==> src/rtl/div_pkg.sv <==
// Shared definitions for the sequential restoring divider: FSM state encoding
// and the default operand width.
package div_pkg;

    localparam int DIV_WIDTH = 32;

    typedef enum logic [2:0] {
        S_IDLE = 3'd0,
        S_PREP = 3'd1,
        S_ITER = 3'd2,
        S_FIX  = 3'd3,
        S_DONE = 3'd4
    } div_state_t;

endpackage

==> src/rtl/div_sequencer_if.sv <==
// Request/response bundle between a divider client (master) and div_sequencer (slave).
interface div_sequencer_if import div_pkg::*; #(
    parameter int WIDTH = DIV_WIDTH
) ();

    logic             start;
    logic             is_signed;
    logic [WIDTH-1:0] dividend;
    logic [WIDTH-1:0] divisor;
    logic             flush;
    logic             busy;
    logic             done;
    logic [WIDTH-1:0] quotient;
    logic [WIDTH-1:0] remainder;
    logic             div_by_zero;

    modport master (
        output start, is_signed, dividend, divisor, flush,
        input  busy, done, quotient, remainder, div_by_zero
    );

    modport slave (
        input  start, is_signed, dividend, divisor, flush,
        output busy, done, quotient, remainder, div_by_zero
    );

endinterface

==> src/rtl/div_step.sv <==
// One combinational restoring-division step: shift in the next dividend bit,
// trial-subtract the divisor, keep or restore.
module div_step import div_pkg::*; #(
    parameter int WIDTH = DIV_WIDTH
) (
    input  logic [WIDTH-1:0] rem_in,
    input  logic             dvd_bit,
    input  logic [WIDTH-1:0] divisor,
    output logic [WIDTH-1:0] rem_out,
    output logic             q_bit
);

    logic [WIDTH:0] shifted;
    logic [WIDTH:0] trial;

    // rem_in < divisor holds between steps, so a restored remainder never
    // needs the extra top bit and a kept difference always fits WIDTH bits.
    always_comb begin
        shifted = {rem_in, dvd_bit};
        trial   = shifted - {1'b0, divisor};
        q_bit   = ~trial[WIDTH];
        rem_out = q_bit ? trial[WIDTH-1:0] : shifted[WIDTH-1:0];
    end

endmodule

==> src/rtl/div_sequencer.sv <==
// Multi-cycle signed/unsigned divider: IDLE -> PREP -> ITER (WIDTH steps) -> FIX -> DONE,
// with a short PREP -> DONE path for division by zero and flush abort from any state.
module div_sequencer import div_pkg::*; #(
    parameter int WIDTH = DIV_WIDTH
) (
    input  logic            clk,
    input  logic            rst_n,
    div_sequencer_if.slave  bus
);

    localparam int              CNT_W = (WIDTH > 1) ? $clog2(WIDTH) : 1;
    localparam logic [CNT_W-1:0] LAST = CNT_W'(WIDTH - 1);

    div_state_t       state_q, state_d;
    logic [CNT_W-1:0] cnt_q, cnt_d;
    logic [WIDTH-1:0] quo_out_q, quo_out_d;
    logic [WIDTH-1:0] rem_out_q, rem_out_d;
    logic             dbz_q, dbz_d;

    logic [WIDTH-1:0] dvd_q, dvd_d;
    logic [WIDTH-1:0] dsr_q, dsr_d;
    logic [WIDTH-1:0] rem_q, rem_d;
    logic             sgn_q, sgn_d;
    logic             neg_quo_q, neg_quo_d;
    logic             neg_rem_q, neg_rem_d;

    logic [WIDTH-1:0] step_rem;
    logic             step_bit;

    function automatic logic [WIDTH-1:0] abs_val(input logic [WIDTH-1:0] v, input logic en);
        return (en && v[WIDTH-1]) ? -v : v;
    endfunction

    function automatic logic [WIDTH-1:0] cond_neg(input logic [WIDTH-1:0] v, input logic en);
        return en ? -v : v;
    endfunction

    div_step #(.WIDTH(WIDTH)) u_step (
        .rem_in  (rem_q),
        .dvd_bit (dvd_q[WIDTH-1]),
        .divisor (dsr_q),
        .rem_out (step_rem),
        .q_bit   (step_bit)
    );

    always_comb begin
        state_d   = state_q;
        cnt_d     = cnt_q;
        quo_out_d = quo_out_q;
        rem_out_d = rem_out_q;
        dbz_d     = dbz_q;
        dvd_d     = dvd_q;
        dsr_d     = dsr_q;
        rem_d     = rem_q;
        sgn_d     = sgn_q;
        neg_quo_d = neg_quo_q;
        neg_rem_d = neg_rem_q;

        case (state_q)
            S_IDLE: begin
                if (bus.start) begin
                    dvd_d   = bus.dividend;
                    dsr_d   = bus.divisor;
                    sgn_d   = bus.is_signed;
                    state_d = S_PREP;
                end
            end
            S_PREP: begin
                neg_quo_d = sgn_q & (dvd_q[WIDTH-1] ^ dsr_q[WIDTH-1]);
                neg_rem_d = sgn_q & dvd_q[WIDTH-1];
                if (dsr_q == '0) begin
                    quo_out_d = '1;
                    rem_out_d = dvd_q;
                    dbz_d     = 1'b1;
                    state_d   = S_DONE;
                end else begin
                    dvd_d   = abs_val(dvd_q, sgn_q);
                    dsr_d   = abs_val(dsr_q, sgn_q);
                    rem_d   = '0;
                    cnt_d   = '0;
                    state_d = S_ITER;
                end
            end
            // dvd_q doubles as the quotient shift register: dividend bits leave at the top
            // while quotient bits enter at the bottom.
            S_ITER: begin
                rem_d = step_rem;
                dvd_d = {dvd_q[WIDTH-2:0], step_bit};
                if (cnt_q == LAST) begin
                    cnt_d   = '0;
                    state_d = S_FIX;
                end else begin
                    cnt_d = cnt_q + CNT_W'(1);
                end
            end
            S_FIX: begin
                quo_out_d = cond_neg(dvd_q, neg_quo_q);
                rem_out_d = cond_neg(rem_q, neg_rem_q);
                dbz_d     = 1'b0;
                state_d   = S_DONE;
            end
            S_DONE: begin
                state_d = S_IDLE;
            end
            default: begin
                state_d = S_IDLE;
            end
        endcase

        // Abort wins over everything, including a result about to be published.
        if (bus.flush) begin
            state_d   = S_IDLE;
            cnt_d     = '0;
            quo_out_d = quo_out_q;
            rem_out_d = rem_out_q;
            dbz_d     = dbz_q;
        end
    end

    always_ff @(posedge clk or negedge rst_n) begin
        if (!rst_n) begin
            state_q   <= S_IDLE;
            cnt_q     <= '0;
            quo_out_q <= '0;
            rem_out_q <= '0;
            dbz_q     <= 1'b0;
        end else begin
            state_q   <= state_d;
            cnt_q     <= cnt_d;
            quo_out_q <= quo_out_d;
            rem_out_q <= rem_out_d;
            dbz_q     <= dbz_d;
        end
    end

    // Working datapath needs no reset: PREP initialises it before any use.
    always_ff @(posedge clk) begin
        dvd_q     <= dvd_d;
        dsr_q     <= dsr_d;
        rem_q     <= rem_d;
        sgn_q     <= sgn_d;
        neg_quo_q <= neg_quo_d;
        neg_rem_q <= neg_rem_d;
    end

    assign bus.busy        = (state_q != S_IDLE);
    assign bus.done        = (state_q == S_DONE);
    assign bus.quotient    = quo_out_q;
    assign bus.remainder   = rem_out_q;
    assign bus.div_by_zero = dbz_q;

endmodule

==> src/flat_wrapper.sv <==
// flat-port wrapper written by rule: the top's interface ports become plain ports
module div_sequencer_flat import div_pkg::*;
#(
    parameter int WIDTH = DIV_WIDTH
)
  (clk, rst_n, bus_start, bus_is_signed, bus_dividend, bus_divisor, bus_flush, bus_busy, bus_done, bus_quotient, bus_remainder, bus_div_by_zero);
  div_sequencer_if #(.WIDTH(WIDTH)) bus_i ();
  input  logic clk;
  input  logic rst_n;
  input wire logic [$bits(bus_i.start)-1:0] bus_start;
  input wire logic [$bits(bus_i.is_signed)-1:0] bus_is_signed;
  input wire logic [$bits(bus_i.dividend)-1:0] bus_dividend;
  input wire logic [$bits(bus_i.divisor)-1:0] bus_divisor;
  input wire logic [$bits(bus_i.flush)-1:0] bus_flush;
  output wire logic [$bits(bus_i.busy)-1:0] bus_busy;
  output wire logic [$bits(bus_i.done)-1:0] bus_done;
  output wire logic [$bits(bus_i.quotient)-1:0] bus_quotient;
  output wire logic [$bits(bus_i.remainder)-1:0] bus_remainder;
  output wire logic [$bits(bus_i.div_by_zero)-1:0] bus_div_by_zero;
  assign bus_i.start = bus_start;
  assign bus_i.is_signed = bus_is_signed;
  assign bus_i.dividend = bus_dividend;
  assign bus_i.divisor = bus_divisor;
  assign bus_i.flush = bus_flush;
  assign bus_busy = bus_i.busy;
  assign bus_done = bus_i.done;
  assign bus_quotient = bus_i.quotient;
  assign bus_remainder = bus_i.remainder;
  assign bus_div_by_zero = bus_i.div_by_zero;
  div_sequencer #(.WIDTH(WIDTH)) u_core (.clk(clk), .rst_n(rst_n), .bus(bus_i));
endmodule
==> config.mk <==
export PLATFORM = sky130hd
export DESIGN_NAME = div_sequencer_flat
export DESIGN_NICKNAME = d
export VERILOG_FILES = /design/src/rtl/div_pkg.sv /design/src/rtl/div_sequencer_if.sv /design/src/rtl/div_step.sv /design/src/rtl/div_sequencer.sv /design/src/flat_wrapper.sv
export SDC_FILE = /design/constraint.sdc
export NUM_CORES = 1
export LEC_CHECK = 0
export BUFFER_PORTS_ARGS = -buffer_cell sky130_fd_sc_hd__buf_2
export CAP_MARGIN = 20
export CORE_MARGIN = 3
export CORE_UTILIZATION = 38
export CTS_BUF_LIST = sky130_fd_sc_hd__clkbuf_16
export CTS_CLUSTER_SIZE = 24
export DETAILED_ROUTE_END_ITERATION = 8
export GPL_TIMING_DRIVEN = 0
export PLACE_DENSITY_LB_ADDON = 0.3
export SLEW_MARGIN = 10
export SYNTH_ARGS = -nofsm -noshare
export SYNTH_HDL_FRONTEND = slang
export SYNTH_SLANG_ARGS = --single-unit
==> constraint.sdc <==
create_clock -name clk -period 5.35 [get_ports clk]
set_input_delay 0 -clock clk [delete_from_list [all_inputs] [get_ports clk]]
set_output_delay 0 -clock clk [all_outputs]
set_load 0.02 [all_outputs]
After elaboration in Yosys (flattened, before gate mapping) --
Cells that the tools add are included.
Cells by class: $add $sub $neg 5, eq/ne operators 13, multiplexer cells 28, bitwise operators 5, reductions and logical operators 17
Operator list (number):
- 32-bit 2-to-1 mux | 12
- 32-bit one-hot mux with 2 select lines | 4
- 32-bit negator | 3
- 32-bit one-hot mux with 3 select lines | 1
- 33-bit by 32-bit subtractor with 33-bit output | 1
- 32-bit zero test | 1
- 5-bit 2-to-1 mux | 3
- 3-bit 2-to-1 mux | 4
- 3-bit one-hot mux with 4 select lines | 1
- 5-bit one-hot mux with 2 select lines | 1
- 3-bit nonzero test | 3
- 2-bit AND reduction | 4
- 4-bit AND reduction | 2
- 3-bit by 2-bit equality test with 1-bit output (second input constant) | 2
- 2-bit by 1-bit != test with 1-bit output (second input constant) | 3
- 3-bit != test (second input constant) | 2
- 2-bit nonzero test | 3
- 5-bit by 1-bit adder with 5-bit output (second input constant) | 1
- 5-bit equality test (second input constant) | 1
- 2-bit != test (second input constant) | 2
- 3-bit by 1-bit equality test with 1-bit output (second input constant) | 1
- 3-bit equality test (second input constant) | 1
- 3-bit zero test | 1
- 3-bit by 2-bit != test with 1-bit output (second input constant) | 1
- other kinds (7) | 10
Word-level totals: bits in registers 172, bits of input ports 69

Longest topological paths before layout --
Gate-level depths: netlist of run 1.
word-level depth 4, depth in mapped cells 14, depth with buffers taken out 12

Hierarchy --
A second synthesis of run 1 with hierarchy kept.
Second synthesis, totals: cell total of the unflattened synthesis 1274, area, all modules 11896.4 µm²
Modules (own cells, without submodules):
- div_sequencer | times used 1, cells each 969, area an instance 9537.9 µm², seq. area each 4799.6 µm²
- div_step | times used 1, cells each 305, area an instance 2358.5 µm², seq. area each 0.0 µm²

Worst setup path after synthesis of run 1 --
Ideal clock, no wire load.
kind register to register, start register u_core.dsr_q[1], end register u_core.cnt_q[0], library setup time 0.126 ns, data arrival time 4.127 ns, required time 5.224 ns, path slack 1.097 ns, cell stages (with the launch flop) 10, buffers on the path 0, cell sequence edfxtp_1 inv_1 ha_1 nand2_1 nor3_1 nand3_1 nor3_2 o21ai_0 nor2_1 mux2_2
On the way: word-level cells in the longest chain between the ends 3
RTL lines:
- start: declaration | line div_sequencer.sv:21 | logic [WIDTH-1:0] dsr_q, dsr_d;
- start signal: assignment | line div_sequencer.sv:139 | dsr_q <= dsr_d;
- 32-bit zero test | line div_sequencer.sv:71 | if (dsr_q == '0) begin
- 3-bit != test (no source line)
- 2-bit AND reduction (no source line)
- end signal: assignment | line div_sequencer.sv:129 | cnt_q <= cnt_d;
- end: declaration | line div_sequencer.sv:15 | logic [CNT_W-1:0] cnt_q, cnt_d;
Every way passes these cells. A chain may end at the register's enable or synchronous reset.

Final worst setup path of run 1 --
start register u_core.dvd_q[31], end register u_core.rem_q[19] (data pin)
On the way: word-level cells in the longest chain between the ends 3
RTL lines:
- start: declaration | line div_sequencer.sv:20 | logic [WIDTH-1:0] dvd_q, dvd_d;
- start signal: assignment | line div_sequencer.sv:138 | dvd_q <= dvd_d;
- 33-bit by 32-bit subtractor with 33-bit output | line div_step.sv:20 | trial = shifted - {1'b0, divisor};
- 32-bit 2-to-1 mux | line div_step.sv:22 | rem_out = q_bit ? trial[WIDTH-1:0] : shifted[WIDTH-1:0];
- 32-bit one-hot mux with 2 select lines | line div_sequencer.sv:59 | case (state_q)
- end signal: assignment | line div_sequencer.sv:140 | rem_q <= rem_d;
- end: declaration | line div_sequencer.sv:22 | logic [WIDTH-1:0] rem_q, rem_d;
Every way passes these cells.

==> impl_metrics.json, run 1 <==
{
  "netlist_instances": 1277,
  "die_h_um": 179,
  "routed_wl_um": 35000,
  "synth_compound_area_frac": 0.176,
  "ys_seq_area_frac": 0.420,
  "slew_headroom": 0.402,
  "synth-xor-area-share": 0.107,
  "diodes": 0,
  "cts_tree": "yes",
  "cp_data_required_time_ns": 5.52,
  "muxShareOfSynthArea": 0.0247,
  "ant_nets": 0,
  "yosys.area_share.simple": 0.182,
  "yosysTopAreaCellShare": 0.260,
  "postLayoutSetupSlackWorst_ns": 1.14,
  "finalSetupTns_ns": 0,
  "total_power_mw": 4.80,
  "grt_use_total": 0.217,
  "path_max_fanout": 10,
  "drive_above_1_share": 0.144,
  "num_vias": 10331,
  "hold_ws_ns": 0.0189,
  "num_io_pins": 136,
  "synth-edff-count": 99,
  "yosysWarnings": 0,
  "critPathLaunchType": "flop",
  "synth_top_family_by_area": "simple AND/OR/NAND/NOR gates",
  "fmax_mhz": 238,
  "power_density_nw_per_um2": 344,
  "drt_iter0_drc": 869,
  "clock_tree.buffer_depth": 2,
  "numCtsBuffers": 17,
  "fill_cells": 2785,
  "synthToLayoutAreaGrowth_pct": 22.3,
  "h-tree-depth": 4,
  "ys_types": 74,
  "synthTopCellsByArea": "edfxtp_1, dfrtp_1, o21ai_0, xnor2_1, xor2_1",
  "dieWidth_um": 179,
  "fp.dieArea_um2": 32200,
  "async_flop_share": 0.424,
  "final_cells": 1901,
  "nets": 1611,
  "drv_slew": 0,
  "utilization": 0.479,
  "fin_crit_ns": 4.21,
  "drc": 0,
  "multi_input_area_um2": 6100,
  "cp.arrival_ns": 4.38,
  "clock_skew_ns": 0.0164,
  "crit_type": "flop to flop",
  "hold_path.class": "input port to async pin",
  "place_inst": 1800,
  "syn-cell-area_um2": 11400,
  "grt_max_degree": 47,
  "vdd_drop_max_mv": 0.213,
  "syn_nets": 1384,
  "port_buffers": 135,
  "rsz0062_at_grt": "false",
  "stdcell_area_um2": 14000,
  "seq_area_um2": 4800,
  "hold_viol": 0,
  "synth_ff_type": "edfxtp_1",
  "placedInstanceArea_um2": 12700,
  "clock_sink_count": 172,
  "place_congestion": 0.919,
  "worstMarginPinSlew_ns": 0.888,
  "clock_latency_ns": 0.45,
  "max_cap_violations": 0,
  "postSynthAreaPerCell_um2": 8.94,
  "status": "finished, final reports clean",
  "dpl_worst_slack_ns": 1.22,
  "grt_overflow": 0,
  "finalCritPeriodShare": 0.787,
  "p_leak_nw": 5.87,
  "end_kind": "flop",
  "via_per_inst": 5.43,
  "core_um2": 29200,
  "first_global_vias": 9978,
  "first_pass_iters": 5,
  "avgRoutedWirePerCell_um": 18.4,
  "synth_fa_ha_area_frac": 0.0423,
  "yosysTopAreaCell": "edfxtp_1",
  "ctsResizeCount": 0,
  "antenna_found_initial": 1,
  "clkTransAtPathRegs_ns": 0.08,
  "synth_seq_cells": 172,
  "root_buffer": "clkbuf_16",
  "initial_core_util": 0.391,
  "grt_pass1_wl_um": 54000,
  "setup_viol": 0,
  "row_count": 62,
  "dp.final_hpwl_um": 26500
}
worst max-delay path, cell delays in order (launching register included):
cell and delay, ns:
edfxtp_1 0.61, inv_1 0.20, ha_1 0.29, fa_1 0.41
nand2b_1 0.19, a21oi_1 0.28, o211ai_1 0.24, nand4b_1 0.20
a31oi_1 0.11, o21ai_1 0.16, xnor2_1 0.28, buf_2 0.33
buf_2 0.33, mux2i_1 0.24, nor2_1 0.07
power by group:
group          internal, mW  leakage [nW]  total (mW)  switching, mW
sequential             1.68          1.82        1.91          0.227
combinational         0.618          3.76        1.60          0.977
clock                 0.670         0.295        1.30          0.628
cells in the mapped netlist, types with 17 or more instances:
| cell | instances |
|---|---|
| a21oi_1 | 66 |
| or3_1 | 17 |
| nand2_1 | 146 |
| xnor2_1 | 72 |
| a22oi_1 | 31 |
| ha_1 | 37 |
| nor2_1 | 128 |
| a31oi_1 | 36 |
| nor3_1 | 29 |
| clkbuf_1 | 63 |
| edfxtp_1 | 99 |
| dfrtp_1 | 73 |
| xor2_1 | 67 |
| o21ai_0 | 129 |
| inv_1 | 48 |
| mux2i_1 | 27 |
logic make-up after synthesis:
family / after synthesis
AND/OR/NAND/NOR: 434
multiplexers: 28
XOR/XNOR: 139
adder cells (fa/ha/maj): 38
buffers and inverters: 132
AO/OA/AOI/OAI: 334
flip-flops: 172
state kept, by name (all words and copies together) (netlist names):
name and cells:
u_core.rem_q 32, u_core.bus.remainder 32, u_core.bus.quotient 32, u_core.dvd_q 32, u_core.bus.div_by_zero 1, u_core.neg_rem_q 1
u_core.sgn_q 1, u_core.dsr_q 32, u_core.neg_quo_q 1, u_core.cnt_q 5, u_core.state_q 3
routing by layer:
metal / GRT usage / wire length, µm
met1: 0.295 / 15700
met3: 0.0267 / 2330
met5: 0 / 0
met2: 0.364 / 16300
met4: 0.0596 / 646
area by class of cell:
class	count	share of cell area
Clock inverter	15	0.0125
Sequential cell	172	0.344
Inverter	50	0.0135
Timing Repair Buffer	208	0.104
Multi-Input combinational cell	973	0.437
Clock buffer	17	0.0305
Buffer	82	0.0254
Tap cell	384	0.0344
cell usage in the layout, fill, tap and decap left out, drive strengths merged, types with 3 or more instances in the layout:
cell type    count
a211oi           4
a21o            14
a21oi           66
a22o             3
a22oi           31
a31oi           36
and2             8
and3             8
buf            158
clkbuf          80
clkinv           5
dfrtp           73
dlygate4sd3     69
edfxtp          99
ha              37
inv             58
mux2i           27
nand2          149
nand2b          15
nand3           16
nand4            9
nor2           128
nor2b            7
nor3            31
nor4            18
o211ai           4
o21a             4
o21ai          132
o21bai           3
o31ai           13
o41ai            8
or2              7
or3             22
or4              7
xnor2           72
xor2            67
worst paths after layout:
path / from / end / slack, ns / cells past startpoint
max in group asynchronous: rst_n / u_core.cnt_q[4]$_DFFE_PN0P_ / 4.75 / 3
min in group clk: bus_is_signed / u_core.sgn_q$_DFFE_PP_ / 0.28 / 2
min reg2reg: u_core.bus.remainder[7]$_DFFE_PN0P_ / u_core.bus.remainder[7]$_DFFE_PN0P_ / 0.48 / 2
max reg2reg: u_core.dvd_q[31]$_DFFE_PP_ / u_core.rem_q[19]$_SDFFCE_PN0P_ / 1.14 / 14
max: u_core.dvd_q[31]$_DFFE_PP_ / u_core.rem_q[19]$_SDFFCE_PN0P_ / 1.14 / 14
min: rst_n / u_core.bus.quotient[15]$_DFFE_PN0P_ / 0.02 / 2
what timing repair did:
action / 4_1_cts / 5_1_grt
hold buffers: 69 / 0
hold endpoints to repair: 144 / 0
setup buffers: 0 / 0
Power figures use the tool's default switching activity.
==> inputs of run 2 (changes only) <==
Settings changed: ABC_AREA set to 1.
Clock period 5.35 ns to 4 ns, I/O delays scaled along.
==> run 2 against run 1 <==
  * Core utilization shrank 1.5 points
  * Register-to-register slack worse by 0.03 ns
  * Sequential share of layout area is 4.5 points lower
  * Synthesized area increased by 18%
  * Design area up 15%
  * Clock power increased by 33%
  * Non-clock buffer count is 28 lower
  * Hold slack gained 0.026 ns
  * Global-route usage increased by 4.1 points
  * Count of clock-buffer cells in the layout grew 1
  * Die area rose by 17%
  * Critical endpoint is now u_core.rem_q[23]$_SDFFCE_PN0P_
  * Largest power group is now combinational cells
==> impl_metrics.json, run 2 <==
{
  "finalCritPeriodShare": 0.723,
  "slew_headroom": 0.478,
  "ys_types": 52,
  "h-tree-depth": 4,
  "synth.top_cells.by_count": "nand2_1, inv_1, nor2_1",
  "netlist_instances": 2036,
  "syn-cell-area_um2": 13400,
  "worstMarginPinSlew_ns": 0.783,
  "power_density_nw_per_um2": 600,
  "hold_path.class": "input port to async pin",
  "diodes": 0,
  "path_max_fanout": 10,
  "async_flop_share": 0.424,
  "place_congestion": 0.990,
  "p_sw_mw": 4.58,
  "reg2reg_depth": 16,
  "rsz0062_at_grt": "false",
  "power.share.combinational": 0.503,
  "p_leak_nw": 7.97,
  "cts_setup_buffers": 0,
  "die_h_um": 194,
  "synth-edff-count": 99,
  "drt_iter0_drc": 1096,
  "p_sw_frac": 0.474,
  "row_count": 68,
  "grt_overflow": 0,
  "cp-startpoint": "u_core.dvd_q[31]$_DFFE_PP_",
  "clkPwrFrac": 0.179,
  "drv_slew": 0,
  "first_pass_iters": 8,
  "clkTransAtPathRegs_ns": 0.08,
  "seqPwrFrac": 0.318,
  "cts_tree": "yes",
  "clock_tree.buffer_depth": 2,
  "initial_core_util": 0.387,
  "via_per_inst": 5.16,
  "drive_above_1_share": 0.115,
  "num_io_pins": 136,
  "end_kind": "flop",
  "synthTopCellsByArea": "edfxtp_1, nand2_1, dfrtp_1, nand3_1, inv_1",
  "core_um2": 34600,
  "antenna_found_initial": 0,
  "fill_cells": 3617,
  "num_vias": 14089,
  "synth_ff_type": "edfxtp_1",
  "port_buffers": 135,
  "postSynthAreaPerCell_um2": 6.59,
  "final_cells": 2731,
  "dieWidth_um": 194,
  "ys_seq_area_frac": 0.358,
  "p_int_mw": 5.07,
  "finalSetupTns_ns": 0,
  "synthToLayoutAreaGrowth_pct": 19.8,
  "fmax_mhz": 346,
  "hold_buffers": 68,
  "clock_sink_count": 172,
  "numCtsBuffers": 17,
  "fp.dieArea_um2": 37600,
  "routed_wl_um": 49500,
  "grt_pass1_wl_um": 76200,
  "nets": 2370,
  "clock_latency_ns": 0.45,
  "cp_data_required_time_ns": 4.20,
  "ant_nets": 0,
  "utilization": 0.464,
  "dp.final_hpwl_um": 39700,
  "grt_max_degree": 45,
  "place_inst": 2631,
  "regToRegStartpoint": "u_core.dvd_q[31]$_DFFE_PP_",
  "final_common_cell": "nand2_1",
  "avgRoutedWirePerCell_um": 18.1,
  "synth_seq_cells": 172,
  "drc": 0,
  "grt_use_total": 0.258,
  "root_buffer": "clkbuf_16",
  "hold_viol": 0,
  "cp.arrival_ns": 3.09,
  "vdd_drop_max_mv": 0.377,
  "syn_nets": 2143,
  "critPathLaunchType": "flop",
  "yosysWarnings": 0,
  "max_cap_violations": 0,
  "yosysTopAreaCell": "edfxtp_1",
  "setup_viol": 0,
  "fin_crit_ns": 2.89,
  "layout_common_cells": "nand2_1, inv_1, nor2_1, nand3_1, buf_2",
  "crit_type": "flop to flop",
  "ctsResizeCount": 0,
  "first_global_vias": 13441,
  "yosysTopAreaCellShare": 0.222,
  "yosysMostFrequentCell": "nand2_1",
  "clock_skew_ns": 0.0135,
  "status": "finished, final reports clean"
}
==> run 2: logic make-up (layout without fill, tap and decap cells) <==
| kind of cell | Yosys count | in the layout | share of synthesized area |
|---|---|---|---|
| fa+ha+maj | 38 | 38 | 0.0360 |
| compound gates | 205 | 205 | 0.0906 |
| simple gates | 1231 | 1231 | 0.388 |
| buf+inv | 356 | 596 | 0.105 |
| xor+xnor | 34 | 34 | 0.0222 |
| flops | 172 | 172 | 0.358 |
==> run 2: power groups by stage <==
stage / Sequential (mW) / Clock, mW / Combinational, mW
finish: 3.07 / 1.73 / 4.85
global route: 3.13 / 1.82 / 5.41
CTS: 3.05 / 1.75 / 4.84
detailed placement: 3.08 / 0 / 4.76
global placement: 3.09 / 0 / 4.66
floorplan: 3.30 / 0 / 2.92
==> run 2: critical path: stages (launching register included) <==
cell,delay (ns)
edfxtp_1,0.44
inv_1,0.18
ha_1,0.27
fa_1,0.40
inv_1,0.13
nand2_1,0.08
nand2_1,0.08
nand3_2,0.08
nand2_2,0.10
nand2_2,0.07
nand2_4,0.09
nand2_4,0.09
nand3_4,0.16
buf_2,0.24
nand3_1,0.10
nand2_1,0.09
nor2_1,0.04
==> run 2: final timing paths <==
path	slack, ns	endpoint
worst min-delay path	0.04	u_core.bus.remainder[2]$_DFFE_PN0P_
worst min register to register	0.48	u_core.bus.remainder[0]$_DFFE_PN0P_
worst max-delay path	1.11	u_core.rem_q[23]$_SDFFCE_PN0P_
min in group clk	0.27	u_core.sgn_q$_DFFE_PP_
max in group asynchronous	3.36	u_core.state_q[2]$_DFFE_PN0P_
worst max register to register	1.11	u_core.rem_q[23]$_SDFFCE_PN0P_
==> run 2: final cells by class <==
cell class / instances / area, µm² / area share
timing repair buffer: 208 / 1470 / 0.0916
tap: 455 / 569 / 0.0354
clock buffer: 18 / 450 / 0.0280
multi-input combinational: 1508 / 7230 / 0.450
clock inverter: 14 / 140 / 0.00872
buffer: 54 / 275 / 0.0171
inverter: 302 / 1130 / 0.0706
sequential: 172 / 4800 / 0.299
==> run 2: per-stage QoR <==
stage	worst slack (ns)	hold WS, ns	total power, mW	cell area (µm²)
6_report	1.11	0.0447	9.65	16100
5_1_grt	0.922	0.0849	10.4	16100
4_1_cts	1.09	0.0461	9.63	16100
3_5_place_dp	1.12	-0.0347	7.84	14800
3_3_place_gp	-1.29	0.184	7.75	14700
2_1_floorplan	0.0836	-0.296	6.22	13400
==> run 2: layer usage <==
metal | wire (µm) | vias up | share of wire | track usage
li1 | - | 6991 | - | -
met1 | 21600 | 6471 | 0.44 | 0.346
met2 | 22900 | 551 | 0.46 | 0.427
met3 | 2910 | 76 | 0.059 | 0.0276
met4 | 1970 | 0 | 0.040 | 0.107
met5 | 0 | - | 0 | 0
